==> config.mk <==
export PLATFORM = sky130hd
export DESIGN_NAME = ub_skew_read_sequencer_flat
export DESIGN_NICKNAME = d
export VERILOG_FILES = /design/src/rtl/ub_skew_read_sequencer_if.sv /design/src/rtl/ub_skew_read_sequencer.sv /design/src/flat_wrapper.sv
export SDC_FILE = /design/constraint.sdc
export NUM_CORES = 1
export LEC_CHECK = 0
export CAP_MARGIN = 20
export CELL_PAD_IN_SITES_DETAIL_PLACEMENT = 1
export CELL_PAD_IN_SITES_GLOBAL_PLACEMENT = 1
export CORE_ASPECT_RATIO = 0.9
export CORE_MARGIN = 4
export CORE_UTILIZATION = 43
export CTS_BUF_LIST = sky130_fd_sc_hd__clkbuf_4 sky130_fd_sc_hd__clkbuf_8
export CTS_CLUSTER_SIZE = 8
export DETAILED_ROUTE_END_ITERATION = 16
export PLACE_DENSITY_LB_ADDON = 0.1
export SLEW_MARGIN = 20
export SYNTH_ARGS = -nofsm -noshare
export SYNTH_HDL_FRONTEND = slang
export SYNTH_SLANG_ARGS = --single-unit
==> constraint.sdc <==
create_clock -name CLK -period 4.3 [get_ports CLK]
set_input_delay 0.43 -clock CLK [delete_from_list [all_inputs] [get_ports CLK]]
set_output_delay 0.43 -clock CLK [all_outputs]
set_load 0.05 [all_outputs]
==> src/rtl/ub_skew_read_sequencer_if.sv <==
// Bundle between the skewed read sequencer and its driver/buffer.
// Abort exists only when UB_SEQ_ABORT_EN is defined.
interface ub_skew_read_sequencer_if #(
  parameter int NUM_BANKS  = 16,
  parameter int BANK_DEPTH = 16
);
  localparam int ROW_BITS = $clog2(BANK_DEPTH);

  logic                               EN;
  logic                               Start;
  logic                               Stall;
  logic [ROW_BITS-1:0]                BaseAddress;
  logic [ROW_BITS:0]                  RowCount;
  logic [NUM_BANKS-1:0]               ReadValid;
  logic [NUM_BANKS-1:0][ROW_BITS-1:0] ReadAddress;
  logic [NUM_BANKS-1:0]               DataValid;
  logic                               Busy;
  logic                               Done;
`ifdef UB_SEQ_ABORT_EN
  logic                               Abort;

  modport master (
    output EN, Start, Stall, BaseAddress, RowCount, Abort,
    input  ReadValid, ReadAddress, DataValid, Busy, Done
  );
  modport slave (
    input  EN, Start, Stall, BaseAddress, RowCount, Abort,
    output ReadValid, ReadAddress, DataValid, Busy, Done
  );
`else
  modport master (
    output EN, Start, Stall, BaseAddress, RowCount,
    input  ReadValid, ReadAddress, DataValid, Busy, Done
  );
  modport slave (
    input  EN, Start, Stall, BaseAddress, RowCount,
    output ReadValid, ReadAddress, DataValid, Busy, Done
  );
`endif
endinterface

==> src/rtl/ub_skew_read_sequencer.sv <==
// Diagonal (skewed) read sequencer over NUM_BANKS Unified Buffer banks.
// Optional Abort input enabled by defining UB_SEQ_ABORT_EN.
module ub_skew_read_sequencer #(
  parameter int NUM_BANKS    = 16,
  parameter int BANK_DEPTH   = 16,
  parameter int READ_LATENCY = 1
) (
  input logic                     CLK,
  input logic                     ASYNC_RST,
  input logic                     SYNC_RST,
  ub_skew_read_sequencer_if.slave bus
);
  localparam int ROW_BITS = $clog2(BANK_DEPTH);
  localparam int T_BITS   = $clog2(BANK_DEPTH + NUM_BANKS + 1);
  localparam logic [ROW_BITS:0] ROWS_MAX = (ROW_BITS+1)'(BANK_DEPTH);

  typedef enum logic [1:0] {
    IDLE,
    RUN,
    DONE
  } state_t;

  typedef logic [NUM_BANKS-1:0][ROW_BITS-1:0] addr_t;

  state_t                     state, state_n;
  logic [T_BITS-1:0]          t, t_n;
  logic [ROW_BITS-1:0]        base, base_n;
  logic [ROW_BITS:0]          rows, rows_n;
  logic [NUM_BANKS-1:0]       rv, rv_n;
  addr_t                      ra, ra_n;
  logic [ROW_BITS:0]          clamped;
  logic [T_BITS-1:0]          last;
  logic                       go;
  logic [READ_LATENCY-1:0][NUM_BANKS-1:0] dv;
`ifdef UB_SEQ_ABORT_EN
  logic                       abort;
  assign abort = (state == RUN) && bus.Abort;
`endif

  assign clamped = (bus.RowCount > ROWS_MAX) ? ROWS_MAX : bus.RowCount;
  assign last = T_BITS'(rows) + T_BITS'(NUM_BANKS - 2);
  assign go   = bus.EN && !bus.Stall;

  // Bank k reads row (base + step - k) while its window is open.
  function automatic void issue(
    input  logic [T_BITS-1:0]    step,
    input  logic [ROW_BITS-1:0]  b,
    input  logic [ROW_BITS:0]    n,
    output logic [NUM_BANKS-1:0] v,
    output addr_t                a
  );
    logic [31:0] s;
    logic [31:0] kk;
    v = '0;
    a = '0;
    s = 32'(step);
    for (int k = 0; k < NUM_BANKS; k++) begin
      kk = 32'(k);
      if (s >= kk && s < kk + 32'(n)) begin
        v[k] = 1'b1;
        a[k] = ROW_BITS'((32'(b) + s - kk)
               % 32'(BANK_DEPTH));
      end
    end
  endfunction

  always_comb begin
    state_n = state;
    t_n     = t;
    base_n  = base;
    rows_n  = rows;
    rv_n    = '0;
    ra_n    = ra;
    unique case (state)
      IDLE: begin
        ra_n = '0;
        if (bus.EN && bus.Start) begin
          base_n = bus.BaseAddress;
          rows_n = clamped;
          t_n    = '0;
          if (clamped == '0) begin
            state_n = DONE;
          end else begin
            state_n = RUN;
            issue('0, bus.BaseAddress, clamped,
                  rv_n, ra_n);
            t_n = T_BITS'(1);
          end
        end
      end
      RUN: begin
        // t is the next step to issue; held while stalled
        if (go) begin
          if (t > last) begin
            state_n = DONE;
            ra_n    = '0;
            t_n     = '0;
          end else begin
            issue(t, base, rows, rv_n, ra_n);
            t_n = t + T_BITS'(1);
          end
        end
      end
      DONE: begin
        state_n = IDLE;
        ra_n    = '0;
      end
      default: begin
        state_n = IDLE;
        ra_n    = '0;
      end
    endcase
`ifdef UB_SEQ_ABORT_EN
    if (abort) begin
      state_n = IDLE;
      t_n     = '0;
      rv_n    = '0;
      ra_n    = '0;
    end
`endif
  end

  always_ff @(posedge CLK or posedge ASYNC_RST) begin
    if (ASYNC_RST) begin
      state <= IDLE;
      t     <= '0;
      base  <= '0;
      rows  <= '0;
      rv    <= '0;
      ra    <= '0;
    end else if (SYNC_RST) begin
      state <= IDLE;
      t     <= '0;
      base  <= '0;
      rows  <= '0;
      rv    <= '0;
      ra    <= '0;
    end else begin
      state <= state_n;
      t     <= t_n;
      base  <= base_n;
      rows  <= rows_n;
      rv    <= rv_n;
      ra    <= ra_n;
    end
  end

  // Keeps shifting under Stall so in-flight reads still get flagged
  always_ff @(posedge CLK or posedge ASYNC_RST) begin
    if (ASYNC_RST) begin
      dv <= '0;
    end else if (SYNC_RST) begin
      dv <= '0;
`ifdef UB_SEQ_ABORT_EN
    end else if (abort) begin
      dv <= '0;
`endif
    end else if (bus.EN) begin
      dv[0] <= rv;
      for (int i = 1; i < READ_LATENCY; i++) begin
        dv[i] <= dv[i-1];
      end
    end
  end

  assign bus.ReadValid   = rv;
  assign bus.ReadAddress = ra;
  assign bus.DataValid   = dv[READ_LATENCY-1];
  assign bus.Busy        = (state == RUN);
  assign bus.Done        = (state == DONE);

endmodule

==> src/flat_wrapper.sv <==
// flat-port wrapper written by rule: the top's interface ports become plain ports
module ub_skew_read_sequencer_flat 
#(
  parameter int NUM_BANKS    = 16,
  parameter int BANK_DEPTH   = 16,
  parameter int READ_LATENCY = 1
)
  (CLK, ASYNC_RST, SYNC_RST, bus_EN, bus_Start, bus_Stall, bus_BaseAddress, bus_RowCount, bus_ReadValid, bus_ReadAddress, bus_DataValid, bus_Busy, bus_Done);
  ub_skew_read_sequencer_if #(.NUM_BANKS(NUM_BANKS), .BANK_DEPTH(BANK_DEPTH)) bus_i ();
  input logic CLK;
  input logic ASYNC_RST;
  input logic SYNC_RST;
  input wire logic [$bits(bus_i.EN)-1:0] bus_EN;
  input wire logic [$bits(bus_i.Start)-1:0] bus_Start;
  input wire logic [$bits(bus_i.Stall)-1:0] bus_Stall;
  input wire logic [$bits(bus_i.BaseAddress)-1:0] bus_BaseAddress;
  input wire logic [$bits(bus_i.RowCount)-1:0] bus_RowCount;
  output wire logic [$bits(bus_i.ReadValid)-1:0] bus_ReadValid;
  output wire logic [$bits(bus_i.ReadAddress)-1:0] bus_ReadAddress;
  output wire logic [$bits(bus_i.DataValid)-1:0] bus_DataValid;
  output wire logic [$bits(bus_i.Busy)-1:0] bus_Busy;
  output wire logic [$bits(bus_i.Done)-1:0] bus_Done;
  assign bus_i.EN = bus_EN;
  assign bus_i.Start = bus_Start;
  assign bus_i.Stall = bus_Stall;
  assign bus_i.BaseAddress = bus_BaseAddress;
  assign bus_i.RowCount = bus_RowCount;
  assign bus_ReadValid = bus_i.ReadValid;
  assign bus_ReadAddress = bus_i.ReadAddress;
  assign bus_DataValid = bus_i.DataValid;
  assign bus_Busy = bus_i.Busy;
  assign bus_Done = bus_i.Done;
  ub_skew_read_sequencer #(.NUM_BANKS(NUM_BANKS), .BANK_DEPTH(BANK_DEPTH), .READ_LATENCY(READ_LATENCY)) u_core (.CLK(CLK), .ASYNC_RST(ASYNC_RST), .SYNC_RST(SYNC_RST), .bus(bus_i));
endmodule
# ---- Word-level counts from Yosys, hierarchy flattened
# Cells that the tools add are included.
dict set report totals {
  ff_bits 113
  in_bits 15
}
dict set report classes {
  add_sub_neg 33
  magnitude_cmp 34
  eq_ne 5
  muxes 67
  n_reduce_logical 27
}
# operator n
set op_table {}
lappend op_table {{2-to-1 mux 64 bit} 4}
lappend op_table {{one-hot mux 64 bit (2 select lines)} 1}
lappend op_table {{2-to-1 mux 16 bit} 6}
lappend op_table {{< comparator 6 bit} 15}
lappend op_table {{2-to-1 mux 4 bit} 21}
lappend op_table {{adder 4 x 5 -> 6 bit (first input constant)} 8}
lappend op_table {{greater-or-equal comparator 6 x 4 -> 1 bit (second input constant)} 8}
lappend op_table {{one-hot mux 16 bit (2 select lines)} 1}
lappend op_table {{subtractor 4 bit (second input constant)} 8}
lappend op_table {{adder 3 x 5 -> 6 bit (first input constant)} 4}
lappend op_table {{greater-or-equal comparator 6 x 3 -> 1 bit (second input constant)} 4}
lappend op_table {{2-to-1 mux 6 bit} 4}
lappend op_table {{2-to-1 mux 5 bit} 4}
lappend op_table {{2-to-1 mux 1 bit} 19}
lappend op_table {{logical AND 1 bit} 17}
lappend op_table {{subtractor 4 x 3 -> 4 bit (second input constant)} 4}
lappend op_table {{adder 2 x 5 -> 6 bit (first input constant)} 2}
lappend op_table {{greater-or-equal comparator 6 x 2 -> 1 bit (second input constant)} 2}
lappend op_table {{one-hot mux 6 bit (2 select lines)} 1}
lappend op_table {{2-to-1 mux 2 bit} 5}
lappend op_table {{inequality test 3 x 2 -> 1 bit (second input constant)} 3}
lappend op_table {{subtractor 4 x 2 -> 4 bit (second input constant)} 2}
lappend op_table {{adder 1 x 5 -> 6 bit (first input constant)} 1}
lappend op_table {{adder 5 x 4 -> 6 bit (second input constant)} 1}
lappend op_table {{other kinds (18)} 21}

# ---- Logic depth before layout (Yosys ltp)
# Gate-level depths: netlist (run 1).
dict set report logic_depth {
  ltp_word 8
  mapped_depth 13
}

# ---- Worst setup path after synthesis (run 1)
# OpenSTA, ideal clock, no wires.
dict set report synth_timing {
  kind {reg2reg}
  start {register u_core.rows[3]}
  end {register u_core.t[0]}
  setup_ps 69
  arrival_time_ps 3139
  t_required_ps 4231
  setup_slack_ps 1092
  path_stages_with_launch 13
  n_path_buf 2
  period_less_slack_ps 3208
  cell_sequence {dfrtp_1 clkbuf_1 clkinv_1 ha_1 nor2b_1 xnor2_1 ha_1 nand4_1 or3_1 buf_2 and2_4 or4_1 nand3_1}
}
dict set report synth_via {
  elab_chain_cells 6
}
# element line_no
set synth_rtl {}
lappend synth_rtl {{from (decl)} ub_skew_read_sequencer.sv:28} ;# logic [ROW_BITS:0] rows, rows_n;
lappend synth_rtl {{from (signal assigned)} ub_skew_read_sequencer.sv:142} ;# rows <= rows_n;
lappend synth_rtl {{adder 5 x 4 -> 6 bit} ub_skew_read_sequencer.sv:41} ;# assign last = T_BITS'(rows) + T_BITS'(NUM_BANKS - 2);
lappend synth_rtl {{> comparator 6 bit} ub_skew_read_sequencer.sv:94} ;# if (t > last) begin
lappend synth_rtl {{2-to-1 mux 6 bit} ub_skew_read_sequencer.sv:94}
lappend synth_rtl {{2-to-1 mux 6 bit} ub_skew_read_sequencer.sv:93} ;# if (go) begin
lappend synth_rtl {{one-hot mux 6 bit (2 select lines)} ub_skew_read_sequencer.sv:74} ;# unique case (state)
lappend synth_rtl {{2-to-1 mux 6 bit} ub_skew_read_sequencer.sv:131} ;# end else if (SYNC_RST) begin
lappend synth_rtl {{to (signal assigned)} ub_skew_read_sequencer.sv:140} ;# t <= t_n;
lappend synth_rtl {{to (decl)} ub_skew_read_sequencer.sv:26} ;# logic [T_BITS-1:0] t, t_n;
# No other way between the ends. The select of a mux whose other input is x is not followed.
# A chain may end at the register's enable or synchronous reset.

# ---- Worst setup path in the final report (run 1)
dict set report layout_timing {
  start {register u_core.rows[3]}
  end {register u_core.ra, in the netlist u_core.bus.ReadAddress[36]}
}
dict set report layout_via {
  elab_chain_cells 8
}
# element line_no
set layout_rtl {}
lappend layout_rtl {{adder 4 x 5 -> 6 bit} ub_skew_read_sequencer.sv:59} ;# if (s >= kk && s < kk + 32'(n)) begin
lappend layout_rtl {{< comparator 6 bit} ub_skew_read_sequencer.sv:59}
lappend layout_rtl {{logical AND 1 bit} ub_skew_read_sequencer.sv:59}
lappend layout_rtl {{2-to-1 mux 4 bit} ub_skew_read_sequencer.sv:59}
lappend layout_rtl {{2-to-1 mux 64 bit (*)} ub_skew_read_sequencer.sv:94}
lappend layout_rtl {{2-to-1 mux 64 bit (*)} ub_skew_read_sequencer.sv:93}
lappend layout_rtl {{one-hot mux 64 bit (2 select lines) (*)} ub_skew_read_sequencer.sv:74}
lappend layout_rtl {{2-to-1 mux 64 bit (*)} ub_skew_read_sequencer.sv:131}
lappend layout_rtl {{to (signal assigned)} ub_skew_read_sequencer.sv:144} ;# ra <= ra_n;
lappend layout_rtl {{to (decl)} ub_skew_read_sequencer.sv:30} ;# addr_t ra, ra_n;
# Mark *: on every way between the ends. The rest lies on a longest branch, timed or not. The select of a mux whose other input is x is not followed.

==> results.tsv, run 1 <==
metric	value	unit
CP dominant cell by count	sky130_fd_sc_hd__ha_1	
area share of the largest cell type after synthesis	40.9	%
total placed cells including tap cells	1001	
cell types with the largest area share after synthesis	sky130_fd_sc_hd__dfrtp_1, sky130_fd_sc_hd__ha_1, sky130_fd_sc_hd__nand2_1	
Die Y	128	microns
clock sink total	113	
Resize count post-CTS	0	
count leader, synth	sky130_fd_sc_hd__dfrtp_1	
total number of vias	5917	
count of mapped cells out of synthesis	700	
final non-filler cell total	1033	
CP cell instances	clkinv_1 > ha_1 > nor2b_1 > xnor2_1 > ha_1 > nand4_1 > or3_1 > and2_4 > nor4_4 > a22o_1	
effective utilization at floorplan	44.3	%
final hold violation count	0	
power density over the cells	300	nW/um^2
data required time of the worst path	4.68	ns
crit path capture type	flip-flop	
DR iter-0 viols	293	
slowest stage cell, crit path	sky130_fd_sc_hd__dfrtp_1	
reported max-cap violation count	0	
number of global-route vias before repair	6305	
Total Negative Setup Slacks	0	ns
detailed placer's ending HPWL	17400	microns
fin crit share	84.9	%
Worst Setup Slack, final	0.649	ns
Placement Rows	43	
number of distinct library cells after synthesis	58	
ANT cells	0	
post-place setup slack	0.736	ns
peak-usage layer in the global routing report	met2	
Max Root-Sink Buffers	2	
post-synthesis async set-or-reset flop share	100	%
first-pass GRT wire length	36900	microns
final setup violating endpoints	0	
largest driver fanout on the critical path	11	
FMAX	274	MHz
Total Nets Final	925	
kind of start point of the critical path	flip-flop	
number of setup buffers added after CTS	0	
remaining global-route overflow	0	
I/O Buffers	112	
fill cell count	1725	
global-route total usage across every layer	26.5	%
Vias/cell	5.73	
area growth from synthesis to layout	26.1	%
headroom to the max-slew limit	33.8	%
horizontal die dimension	142	microns
Placeable Area	15600	sq um
total wire length after detailed routing	23500	microns
type of the most critical hold path	in2async	
unrepaired setup endpoints after global routing	false	
category of the critical setup timing path	reg2reg	
final critical path time including I/O delays and setup	3.65	ns
total number of H-tree levels	4	
Post-synth EDFFs	0	
DRC violations left	0	
Detail Route Antenna Nets	0	
largest net degree at the start of global routing	65	
actual transition at the worst max-transition pin	0.993	ns
maximum vdd drop	0.171	mV
CTS tree	done	
gp weighted congestion	0.900	
CP bufs+invs	1	
number of optimization iterations in the first detailed-route pass	4	
largest area contributor in the netlist	sky130_fd_sc_hd__dfrtp_1	
number of register bits inferred by synthesis	113	
most frequent cells after synthesis	sky130_fd_sc_hd__dfrtp_1, sky130_fd_sc_hd__ha_1, sky130_fd_sc_hd__nand2_1	
area of the mapped netlist	6920	sq um
total number of yosys warnings	0	
Slew Viols, Final	0	
mean cell area of the mapped netlist	9.88	sq um
most common flop cell mapped by yosys	sky130_fd_sc_hd__dfrtp_1	
Static Leak	4.07	nW
met3 track demand over resource	4.66	%
data arrival at the endpoint of the critical path	4.03	ns
wire length per cell	22.8	microns
global routing usage on met2	41.4	%
number of antenna violations at the first check in global routing	0	
post-layout total power	2.61	mW
top-level I/O count	113	
setup clock skew after layout	0.0120	ns
utilization after layout	55.9	%
cell chosen for the clock root	sky130_fd_sc_hd__clkbuf_8	
sequential share of the synthesized area	40.9	%
clock slew seen by the registers of the worst setup and hold paths	0.08	ns
Post-Syn Nets	807	
Hold Buf Count CTS	0	
insertion delay to the later sink of the worst-skew pair	0.45	ns
Top delay family on crit path	simple AND/OR/NAND/NOR gates	
Worst path max stage delay	0.61	ns
Die Footprint	18200	sq um
fraction of met1 tracks used by global routing	38.1	%
share of post-route cells with drive strength above 1	7.46	%
number of buffers added by the clock tree synthesis step	17	
outcome	finished, final reports clean	
## power by group
| part | leakage, nW | internal, mW | switching [mW] |
|---|---|---|---|
| registers | 1.57 | 1.08 | 0.0228 |
| clock network | 0.211 | 0.596 | 0.488 |
| logic | 2.28 | 0.136 | 0.295 |
## final timing paths
path                                              endpoint  depth (start not counted)                       start  slack (ns)
worst max register to register  u_core.bus.ReadAddress[36]                         10              u_core.rows[3]        0.65
worst min-delay path               u_core.bus.DataValid[6]                          2                   ASYNC_RST        0.47
worst max-delay path            u_core.bus.ReadAddress[36]                         10              u_core.rows[3]        0.65
min in group CLK                u_core.bus.ReadAddress[49]                          2  u_core.bus.ReadAddress[49]        0.50
worst min register to register  u_core.bus.ReadAddress[49]                          2  u_core.bus.ReadAddress[49]        0.50
max in group asynchronous                      u_core.t[3]                          3                   ASYNC_RST        2.91
## cells by family (layout without fill, tap and decap cells)
| group | after synthesis | count (layout) | synth area share, % |
|---|---|---|---|
| mux | 17 | 17 | 2.46 |
| xor+xnor | 37 | 37 | 4.69 |
| fa+ha+maj | 92 | 92 | 16.8 |
| simple gates | 189 | 189 | 13.1 |
| compound gates | 184 | 184 | 18.2 |
| flops | 113 | 113 | 40.9 |
| buf+inv | 68 | 199 | 3.91 |
## registers in the layout, summed over array words and instances (netlist names)
register / flops
u_core.bus.ReadAddress: 64
u_core.bus.DataValid: 16
u_core.bus.ReadValid: 16
u_core.t: 6
u_core.rows: 5
u_core.base: 4
u_core.state: 2
## cell usage in the layout, fill, tap and decap left out, types with 3 or more instances in the layout
| cell | count |
|---|---|
| sky130_fd_sc_hd__nand2b_1 | 8 |
| sky130_fd_sc_hd__dfrtp_1 | 113 |
| sky130_fd_sc_hd__buf_4 | 15 |
| sky130_fd_sc_hd__xor2_1 | 8 |
| sky130_fd_sc_hd__nor2_1 | 31 |
| sky130_fd_sc_hd__xnor2_1 | 29 |
| sky130_fd_sc_hd__a31oi_1 | 3 |
| sky130_fd_sc_hd__nor2b_1 | 11 |
| sky130_fd_sc_hd__nand4_1 | 3 |
| sky130_fd_sc_hd__o211ai_1 | 3 |
| sky130_fd_sc_hd__ha_1 | 91 |
| sky130_fd_sc_hd__o2111ai_1 | 3 |
| sky130_fd_sc_hd__a21oi_1 | 44 |
| sky130_fd_sc_hd__clkbuf_8 | 18 |
| sky130_fd_sc_hd__mux2i_1 | 17 |
| sky130_fd_sc_hd__o21a_1 | 5 |
| sky130_fd_sc_hd__bufinv_16 | 3 |
| sky130_fd_sc_hd__and2_1 | 12 |
| sky130_fd_sc_hd__o21ai_0 | 44 |
| sky130_fd_sc_hd__inv_1 | 38 |
| sky130_fd_sc_hd__nand3_1 | 18 |
| sky130_fd_sc_hd__nand3b_1 | 5 |
| sky130_fd_sc_hd__nor3_1 | 3 |
| sky130_fd_sc_hd__inv_6 | 5 |
| sky130_fd_sc_hd__a32oi_1 | 5 |
| sky130_fd_sc_hd__nand2_1 | 83 |
| sky130_fd_sc_hd__a221oi_1 | 3 |
| sky130_fd_sc_hd__clkdlybuf4s50_1 | 112 |
| sky130_fd_sc_hd__o31ai_1 | 7 |
| sky130_fd_sc_hd__a21o_1 | 12 |
| sky130_fd_sc_hd__o22ai_1 | 3 |
| sky130_fd_sc_hd__a211oi_1 | 3 |
| sky130_fd_sc_hd__a22o_1 | 16 |
| sky130_fd_sc_hd__a32o_1 | 14 |
## through the flow
stage | hold WS (ns) | cell area [sq um]
floorplan | 0.503 | 6920
global route | 0.520 | 8720
CTS | 0.488 | 8720
global placement | 0.477 | 8300
detailed placement | 0.479 | 8300
finish | 0.471 | 8720
## final cells by class
cell class | count | area (sq um) | share of cell area [%]
timing repair buffer | 127 | 1230 | 14.1
sequential | 113 | 2830 | 32.4
clock inverter | 14 | 176 | 2.02
inverter | 40 | 153 | 1.75
multi-input combinational | 519 | 3830 | 43.9
tap | 202 | 253 | 2.90
clock buffer | 18 | 248 | 2.84
## metal layers
layer,part of all wire (%),routed length (microns)
met1,48,11300
met2,47,11000
met3,4.0,939
met4,1.4,327
met5,0,0
Note: power is estimated with default switching activity, not from simulation.
==> run 2: changes to the inputs <==
- CORE_UTILIZATION: 43 -> 39
- clock period: 4.3 -> 3.1 ns (I/O delays scaled with it)
==> results.tsv, run 2 (synthesis results as in run 1) <==
metric	value	unit
number of optimization iterations in the first detailed-route pass	7	
area taken by flip-flops and latches	2830	sq um
total number of vias	5985	
insertion delay to the later sink of the worst-skew pair	0.45	ns
type of the most critical hold path	in2async	
number of flip-flops in the largest register	64	
final setup violating endpoints	0	
Reg2Reg Capture Point	u_core.bus.ReadAddress[43]	
category of the critical setup timing path	reg2reg	
Max Root-Sink Buffers	2	
Total Negative Setup Slacks	0	ns
DRC violations left	0	
outcome	finished, final reports clean	
maximum vdd drop	0.296	mV
Die Y	134	microns
unrepaired setup endpoints after global routing	true	
fill cell count	1945	
final hold violation count	0	
area used by multi-input combinational logic	3850	sq um
total wire length after detailed routing	23700	microns
kind of start point of the critical path	flip-flop	
commonest cells after routing, fill and taps aside	sky130_fd_sc_hd__dfrtp_1, sky130_fd_sc_hd__clkdlybuf4s50_1, sky130_fd_sc_hd__ha_1, sky130_fd_sc_hd__nand2_1	
ANT cells	0	
clock slew seen by the registers of the worst setup and hold paths	0.08	ns
top-level I/O count	113	
Total Nets Final	939	
Die Footprint	19900	sq um
Detail Route Antenna Nets	0	
remaining global-route overflow	0	
detailed placer's ending HPWL	17600	microns
number of buffers added by the clock tree synthesis step	17	
largest net degree at the start of global routing	79	
first-pass GRT wire length	37900	microns
effective utilization at floorplan	40.4	%
number of setup buffers added after CTS	0	
wire length per cell	21.9	microns
DR iter-0 viols	300	
start of the worst register-to-register path	u_core.rows[2]	
routed length on met1	11200	microns
Register-to-Register Setup Slack	0.20	ns
R2R depth	10	
setup clock skew after layout	0.0101	ns
Slew Viols, Final	0	
Placeable Area	17100	sq um
horizontal die dimension	148	microns
number of antenna violations at the first check in global routing	0	
power density over the cells	425	nW/um^2
final non-filler cell total	1080	
Vias/cell	5.54	
fin crit share	93.5	%
Placement Rows	45	
actual transition at the worst max-transition pin	0.908	ns
gp weighted congestion	0.903	
headroom to the max-slew limit	38.8	%
CTS tree	done	
cell chosen for the clock root	sky130_fd_sc_hd__clkbuf_8	
routed wl met2	11000	microns
share of post-route cells with drive strength above 1	9.23	%
FMAX	345	MHz
clock sink total	113	
data arrival at the endpoint of the critical path	3.24	ns
total placed cells including tap cells	1048	
Static Leak	4.17	nW
data required time of the worst path	3.44	ns
final critical path time including I/O delays and setup	2.90	ns
total met3 wirelength after detailed routing	1140	microns
post-layout total power	3.81	mW
top routing layer used	met4	
largest driver fanout on the critical path	10	
area growth from synthesis to layout	29.8	%
number of global-route vias before repair	6518	
I/O Buffers	112	
global-route total usage across every layer	24.4	%
total number of H-tree levels	4	
crit path capture type	flip-flop	
most common cell after layout, fill and taps aside	sky130_fd_sc_hd__dfrtp_1	
reported max-cap violation count	0	
[run 2: cell types whose count changed in the layout (fill, tap and decap cells not counted), sizes merged]
| cell | change |
|---|---|
| bufinv | +2 |
| inv | -3 |
| clkinv | +1 |
| buf | +14 |
[run 2: worst max path at each step]
stage,startpoint,to,slack [ns]
finish,u_core.rows[2],u_core.bus.ReadAddress[43],0.20
global route,u_core.rows[2],u_core.bus.ReadAddress[43],-0.03
CTS,u_core.rows[2],u_core.bus.ReadAddress[28],0.11
detailed placement,u_core.rows[2],u_core.bus.ReadValid[12],-0.21
global placement,u_core.rows[1],u_core.bus.ReadValid[12],-0.11
floorplan,u_core.rows[3],u_core.t[0],0.02
[run 2: routing by layer]
metal	track usage, %	up-vias
li1	-	2752
met1	34.2	3032
met2	38.8	174
met3	4.90	27
met4	6.41	0
met5	0	-
[run 2: cell type report]
| class | instances | area share [%] |
|---|---|---|
| multi-input combinational | 519 | 42.9 |
| clock buffer | 18 | 2.69 |
| tap | 235 | 3.27 |
| inverter | 40 | 1.73 |
| timing repair buffer | 141 | 15.4 |
| sequential | 113 | 31.5 |
| clock inverter | 14 | 2.54 |
[run 2: critical path, cell delays in order, from the launching register on]
cell and delay, ns:
sky130_fd_sc_hd__dfrtp_1 0.38, sky130_fd_sc_hd__inv_1 0.21, sky130_fd_sc_hd__ha_1 0.23, sky130_fd_sc_hd__xor2_1 0.20, sky130_fd_sc_hd__inv_1 0.07, sky130_fd_sc_hd__ha_1 0.29, sky130_fd_sc_hd__nand4_1 0.15, sky130_fd_sc_hd__o221ai_2 0.48
sky130_fd_sc_hd__a21o_1 0.44, sky130_fd_sc_hd__nor2_1 0.12, sky130_fd_sc_hd__a22o_1 0.23
[run 2: repair_timing]
action                                  in CTS  in global routing
pin swaps                                    0                  1
hold buffers                                 0                  0
resized for setup                            2                  4
hold endpoints to repair                     0                  0
endpoints found under the setup margin       1                 18
[run 2: report_power, final]
group | switching (mW) | leakage (nW) | internal [mW]
clock | 0.692 | 0.232 | 0.979
combinational | 0.419 | 2.37 | 0.207
sequential | 0.0245 | 1.57 | 1.49
[run 2: per-stage QoR]
stage	hold slack, ns	setup WS (ns)	cell area [sq um]	utilization [%]
final	0.330	0.200	8980	52.5
after detailed placement	0.475	-0.206	8480	49.5
after global routing	0.353	-0.0259	8980	52.5
after floorplan	0.441	0.0204	6920	-
after CTS	0.345	0.107	8950	52.3
after global placement	0.480	-0.109	8480	49.5
